===== src/rtl/fb_write_queue.sv =====
// Pixel write queue between the game processor and the VGA framebuffer port.
// Optional statistics counters are enabled by defining FB_WRITE_STATS_EN.
module fb_write_queue #(
    parameter int unsigned DEPTH       = 4,
    parameter int unsigned SCREEN_W    = 160,
    parameter int unsigned SCREEN_H    = 120,
    parameter logic [2:0]  CLEAR_COLOR = 3'b000
) (
    input  logic        clk,
    input  logic        reset,
    input  logic        plot,
    input  logic [7:0]  x,
    input  logic [6:0]  y,
    input  logic [2:0]  plot_color,
    input  logic        clear_req,
    output logic [14:0] mem_addr,
    output logic [2:0]  mem_data,
    output logic        mem_we,
    input  logic        mem_ready,
    output logic        clearing,
    output logic        overflow
`ifdef FB_WRITE_STATS_EN
    ,
    output logic [15:0] pix_written,
    output logic [15:0] pix_dropped
`endif
);

    localparam int unsigned PW = (DEPTH > 1) ? $clog2(DEPTH) : 1;
    localparam int unsigned CW = PW + 1;
    localparam logic [CW-1:0] FULL_COUNT = CW'(DEPTH);
    localparam logic [14:0]   LAST_ADDR  = 15'(SCREEN_W * SCREEN_H - 1);
    localparam logic [14:0]   ROW_PITCH  = 15'(SCREEN_W);
    localparam logic [8:0]    X_LIMIT    = 9'(SCREEN_W);
    localparam logic [7:0]    Y_LIMIT    = 8'(SCREEN_H);

    typedef enum logic {
        CLEAR = 1'b0,
        RUN   = 1'b1
    } state_t;

    state_t        state, state_nxt;
    logic          started;
    logic          clear_pend;
    logic [14:0]   clear_cnt;

    logic [14:0]   addr_mem [DEPTH];
    logic [2:0]    data_mem [DEPTH];
    logic [PW-1:0] wr_ptr, rd_ptr;
    logic [CW-1:0] count;

    logic          empty, full;
    logic          in_range;
    logic [14:0]   plot_addr;
    logic          push, pop, drop_full;
    logic          accept_clear;
    logic          clear_last;
    logic          clear_go;

    always_comb begin
        in_range  = ({1'b0, x} < X_LIMIT) && ({1'b0, y} < Y_LIMIT);
        plot_addr = 15'(y) * ROW_PITCH + 15'(x);
    end

    always_comb begin
        empty        = (count == '0);
        full         = (count == FULL_COUNT);
        accept_clear = (state == CLEAR) && started && mem_ready;
        clear_last   = (clear_cnt == LAST_ADDR);
        pop          = (state == RUN) && !empty && mem_ready;
        // A push into a full FIFO is legal only when the head leaves this cycle.
        push         = plot && in_range && (!full || pop);
        drop_full    = plot && in_range && full && !pop;
        // Clear may only start once no write is being presented unaccepted.
        clear_go     = (clear_req || clear_pend) && (empty || mem_ready);
    end

    always_comb begin
        state_nxt = state;
        case (state)
            CLEAR:   if (accept_clear && clear_last) state_nxt = RUN;
            RUN:     if (clear_go) state_nxt = CLEAR;
            default: state_nxt = CLEAR;
        endcase
    end

    always_comb begin
        mem_we   = 1'b0;
        mem_addr = '0;
        mem_data = '0;
        clearing = (state == CLEAR);
        if (state == CLEAR) begin
            mem_we   = started;
            mem_addr = clear_cnt;
            mem_data = CLEAR_COLOR;
        end else if (!empty) begin
            mem_we   = 1'b1;
            mem_addr = addr_mem[rd_ptr];
            mem_data = data_mem[rd_ptr];
        end
    end

    always_ff @(posedge clk or negedge reset) begin
        if (!reset) begin
            state      <= CLEAR;
            started    <= 1'b0;
            clear_pend <= 1'b0;
            clear_cnt  <= '0;
        end else begin
            state   <= state_nxt;
            started <= 1'b1;
            if (state_nxt == CLEAR && state == RUN) begin
                clear_pend <= 1'b0;
            end else if (state == RUN && clear_req) begin
                clear_pend <= 1'b1;
            end
            if (state == CLEAR) begin
                if (accept_clear) begin
                    clear_cnt <= clear_last ? '0 : clear_cnt + 15'd1;
                end
            end else begin
                clear_cnt <= '0;
            end
        end
    end

    always_ff @(posedge clk or negedge reset) begin
        if (!reset) begin
            wr_ptr   <= '0;
            rd_ptr   <= '0;
            count    <= '0;
            overflow <= 1'b0;
        end else begin
            if (push) wr_ptr <= wr_ptr + PW'(1);
            if (pop)  rd_ptr <= rd_ptr + PW'(1);
            case ({push, pop})
                2'b10:   count <= count + CW'(1);
                2'b01:   count <= count - CW'(1);
                default: count <= count;
            endcase
            if (drop_full) overflow <= 1'b1;
        end
    end

    always_ff @(posedge clk) begin
        if (push) begin
            addr_mem[wr_ptr] <= plot_addr;
            data_mem[wr_ptr] <= plot_color;
        end
    end

`ifdef FB_WRITE_STATS_EN
    logic drop_any;

    always_comb begin
        drop_any = plot && (!in_range || drop_full);
    end

    always_ff @(posedge clk or negedge reset) begin
        if (!reset) begin
            pix_written <= '0;
            pix_dropped <= '0;
        end else begin
            if (pop && pix_written != '1)      pix_written <= pix_written + 16'd1;
            if (drop_any && pix_dropped != '1) pix_dropped <= pix_dropped + 16'd1;
        end
    end
`endif

endmodule


===== config.mk =====
export PLATFORM = sky130hd
export DESIGN_NAME = fb_write_queue
export DESIGN_NICKNAME = d
export VERILOG_FILES = /design/src/rtl/fb_write_queue.sv
export SDC_FILE = /design/constraint.sdc
export NUM_CORES = 1
export LEC_CHECK = 0
export ABC_AREA = 1
export CAP_MARGIN = 20
export CORE_MARGIN = 1
export CORE_UTILIZATION = 31
export DETAILED_ROUTE_END_ITERATION = 8
export PLACE_DENSITY = 0.5
export SLEW_MARGIN = 30
export SYNTH_ARGS = -nofsm -noshare
export SYNTH_HDL_FRONTEND = slang
export SYNTH_SLANG_ARGS = --single-unit

===== constraint.sdc =====
create_clock -name clk -period 2.2 [get_ports clk]
set_input_delay 0.44 -clock clk [delete_from_list [all_inputs] [get_ports clk]]
set_output_delay 0.44 -clock clk [all_outputs]
set_load 0.1 [all_outputs]

==> summary.md <==
| Metric | Value |
|---|---|
| Worst-path cell chain | `clkinv_4, clkbuf_16, o21ai_0, o22ai_2, nand2_1, o21ai_2, buf_12` |
| Final Setup Violations | `0` |
| Final hold vios | `0` |
| Slew Limit Fails | `0` |
| DRC Markers | `0` |
| Via density per instance | `4.648` |
| Buf/Inv on CP | `3` |
| Htree depth | `3` |
| CP Capture Type | `primary output` |
| Worst Path Required | `1.76 ns` |
| Netlist cell types | `34` |
| Drt first pass iters | `4` |
| WL final | `11,240 µm` |
| DR WL/cell | `14.28 µm` |
| Synth Register Bits | `98` |
| Layout cells sized above 1 | `28.30%` |
| CTS Buf Count | `9` |
| Sink Count | `98` |
| CTS Root Cell | `clkbuf_16` |
| CP max stage cell | `dfrtp_2` |
| CTS clk-pin slew, worst paths | `0.07 ns` |
| Max Fclk | `456.6 MHz` |
| Hold buffers post-CTS | `0` |
| Placed instance area | `6128 µm²` |
| Arr. time, crit path | `1.75 ns` |
| Detail Route Antenna Nets | `0` |
| TNS Setup | `0 ns` |
| Number of max-cap violations | `0` |
| Synth area leader | `edfxtp_1` |
| Flop2flop setup slack | `0.46 ns` |
| Reg2Reg Depth | `11` |
| Synth area leaders | `edfxtp_1 44%, dfrtp_1 13%, nand2_1 5.2%, o21ai_0 5.1%, ha_1 4.6%` |
| Synth top area share | `44.32%` |
| CP Launch Type | `flip-flop` |
| Min cycle time layout | `2.190 ns` |
| Final GP Congestion | `0.8047` |
| Vias | `3,658` |
| Overall power | `7.216 mW` |
| Mean post-synth cell area | `10.16 µm²` |
| Core Rows | `45` |
| Initial antenna violation count | `0` |
| Global Route Usage Sum | `14.36%` |
| Final Cycle Share | `99.55%` |
| Final instance area | `6838 µm²` |
| Largest net degree at the start of global routing | `27` |
| Status | `complete, no violations` |
| Hold Crit Class | `in -> async` |
| Cells after Synth | `480` |
| Clock Path Buffers | `2` |
| Critical path type | `reg -> out` |
| Post-layout util | `44.81%` |
| Die ar. | `16,240 µm²` |
| Area Growth Syn to Fin | `40.16%` |
| Initial DRC Count | `189` |
| Layout Nets | `615` |
| Worst R2R End | `count[2]` |
| # port buffers | `43` |
| Post-Syn Area | `4878 µm²` |
| Worst r2r src | `count[2]` |
| Static Leak | `2.671 nW` |
| First-pass GRT wire length | `17,820 µm` |
| Die H | `127.4 µm` |
| Sequential share of the synthesized area | `57.66%` |
| Final HPWL DP | `7572 µm` |
| Unrepaired setup endpoints after global routing | `true` |
| Crit path max-delay family | `buffers and inverters` |
| Crit-path max FO | `6` |
| CTS tree | `built` |
| Skew-Pair Late Insertion Delay | `0.34 ns` |
| Syn nets | `524` |
| Yosys warning count | `0` |
| N_diodes | `0` |
| I/O pin cnt | `44` |
| Crit path largest cell delay | `0.43 ns` |
| Vias in the first global route | `3,535` |
| Die Width | `127.4 µm` |
| Pwr dens | `1055 nW/µm²` |
| Core area | `15,260 µm²` |
| Total gr overflow | `0` |
| Skew final | `0.006489 ns` |
| Initial core utilization | `31.97%` |
| Worst IR Drop VDD | `0.4625 mV` |
| Hold_ws | `0.4833 ns` |
-- placed cells by master, fill, tap and decap left out, types with 8 or more instances in the layout --
cell type	count
nand2_1	65
o21ai_2	14
clkbuf_16	14
nor2_1	52
edfxtp_1	72
o22ai_1	16
inv_1	45
buf_4	40
ha_1	10
nand3_1	19
o21ai_1	21
o21ai_0	29
dfrtp_1	24
clkdlybuf4s50_1	16
nor2_2	8
xor2_1	12
buf_12	24
-- layer usage --
layer	vias up	GRT usage (%)	share of wire (%)
li1	1832	-	-
met1	1750	18.11	45
met2	67	24.98	50
met3	9	2.261	3.2
met4	0	4.972	1.1
met5	-	0	0
-- cell families after synthesis --
logic type	after synthesis	share of synthesized area, %
adder cells (fa/ha/maj)	21	5.848
flip-flops	98	57.66
AO/OA/AOI/OAI	102	11.49
other	1	0.07687
AND/OR/NAND/NOR	172	15.85
buffers and inverters	68	5.848
XOR/XNOR	18	3.232
-- flip-flops by register name, indices dropped and copies added, names as in the netlist --
| register | count |
|---|---|
| addr_mem | 60 |
| clear_cnt | 15 |
| clear_pend | 1 |
| count | 3 |
| data_mem | 12 |
| overflow | 1 |
| rd_ptr | 2 |
| started | 1 |
| state | 1 |
| wr_ptr | 2 |
-- stage by stage --
stage	instances	worst slack, ns
finish	787	0.009828
global route	787	-0.05590
CTS	782	-0.001516
detailed placement	763	-0.6284
global placement	763	-0.5804
floorplan	480	-0.3406
-- final cells by class --
type	instances	area, µm²
clock buffer	9	225.2
tap	211	264.0
inverter	53	209.0
multi-input combinational	314	2072
sequential	98	2815
timing repair buffer	95	1176
fill	1410	8421
clock inverter	7	76.32
-- what timing repair did --
item,CTS,global route
setup endpoints to repair,35,34
gates cloned,0,3
pin swaps,10,19
gates resized for setup,38,47
buffers inserted,3,2
-- where the power goes --
part | total, mW | internal [mW] | switching (mW)
clock network | 1.57 | 0.889 | 0.684
registers | 2.52 | 2.35 | 0.170
logic | 3.12 | 1.29 | 1.83
-- Yosys cell counts --
cell type and count:
nor2_1 57, o21ai_1 14, fa_1 3, nand3_1 21, nor2_2 5, xnor2_1 2, clkbuf_1 3, buf_4 6
nand2_1 67, o21ai_4 1, nand3_4 1, a21oi_1 10, ha_1 18, nand4_1 6, nor2_4 2, a22oi_1 1
nor3_1 2, nand2_2 4, a31oi_1 1, o22ai_1 23, nand3_2 2, buf_2 6, inv_1 49, nand3b_1 2
dfrtp_1 26, o311ai_0 1, xor2_1 16, edfxtp_1 72, conb_1 1, o21ai_0 50, or2_2 2, nand2_4 1
inv_2 4, o31ai_1 1
-- worst max path at each step --
stage / from / endpoint / slack, ns / cells past startpoint
after floorplan: state / mem_addr[10] / -0.34 / 3
after global placement: y[3] / addr_mem[3][13] / -0.58 / 10
after detailed placement: y[1] / addr_mem[3][13] / -0.63 / 10
after CTS: rd_ptr[0] / mem_addr[7] / -0.002 / 6
after global routing: rd_ptr[0] / mem_addr[5] / -0.06 / 6
final: rd_ptr[0] / mem_addr[13] / 0.01 / 7
Power figures use the tool's default switching activity.
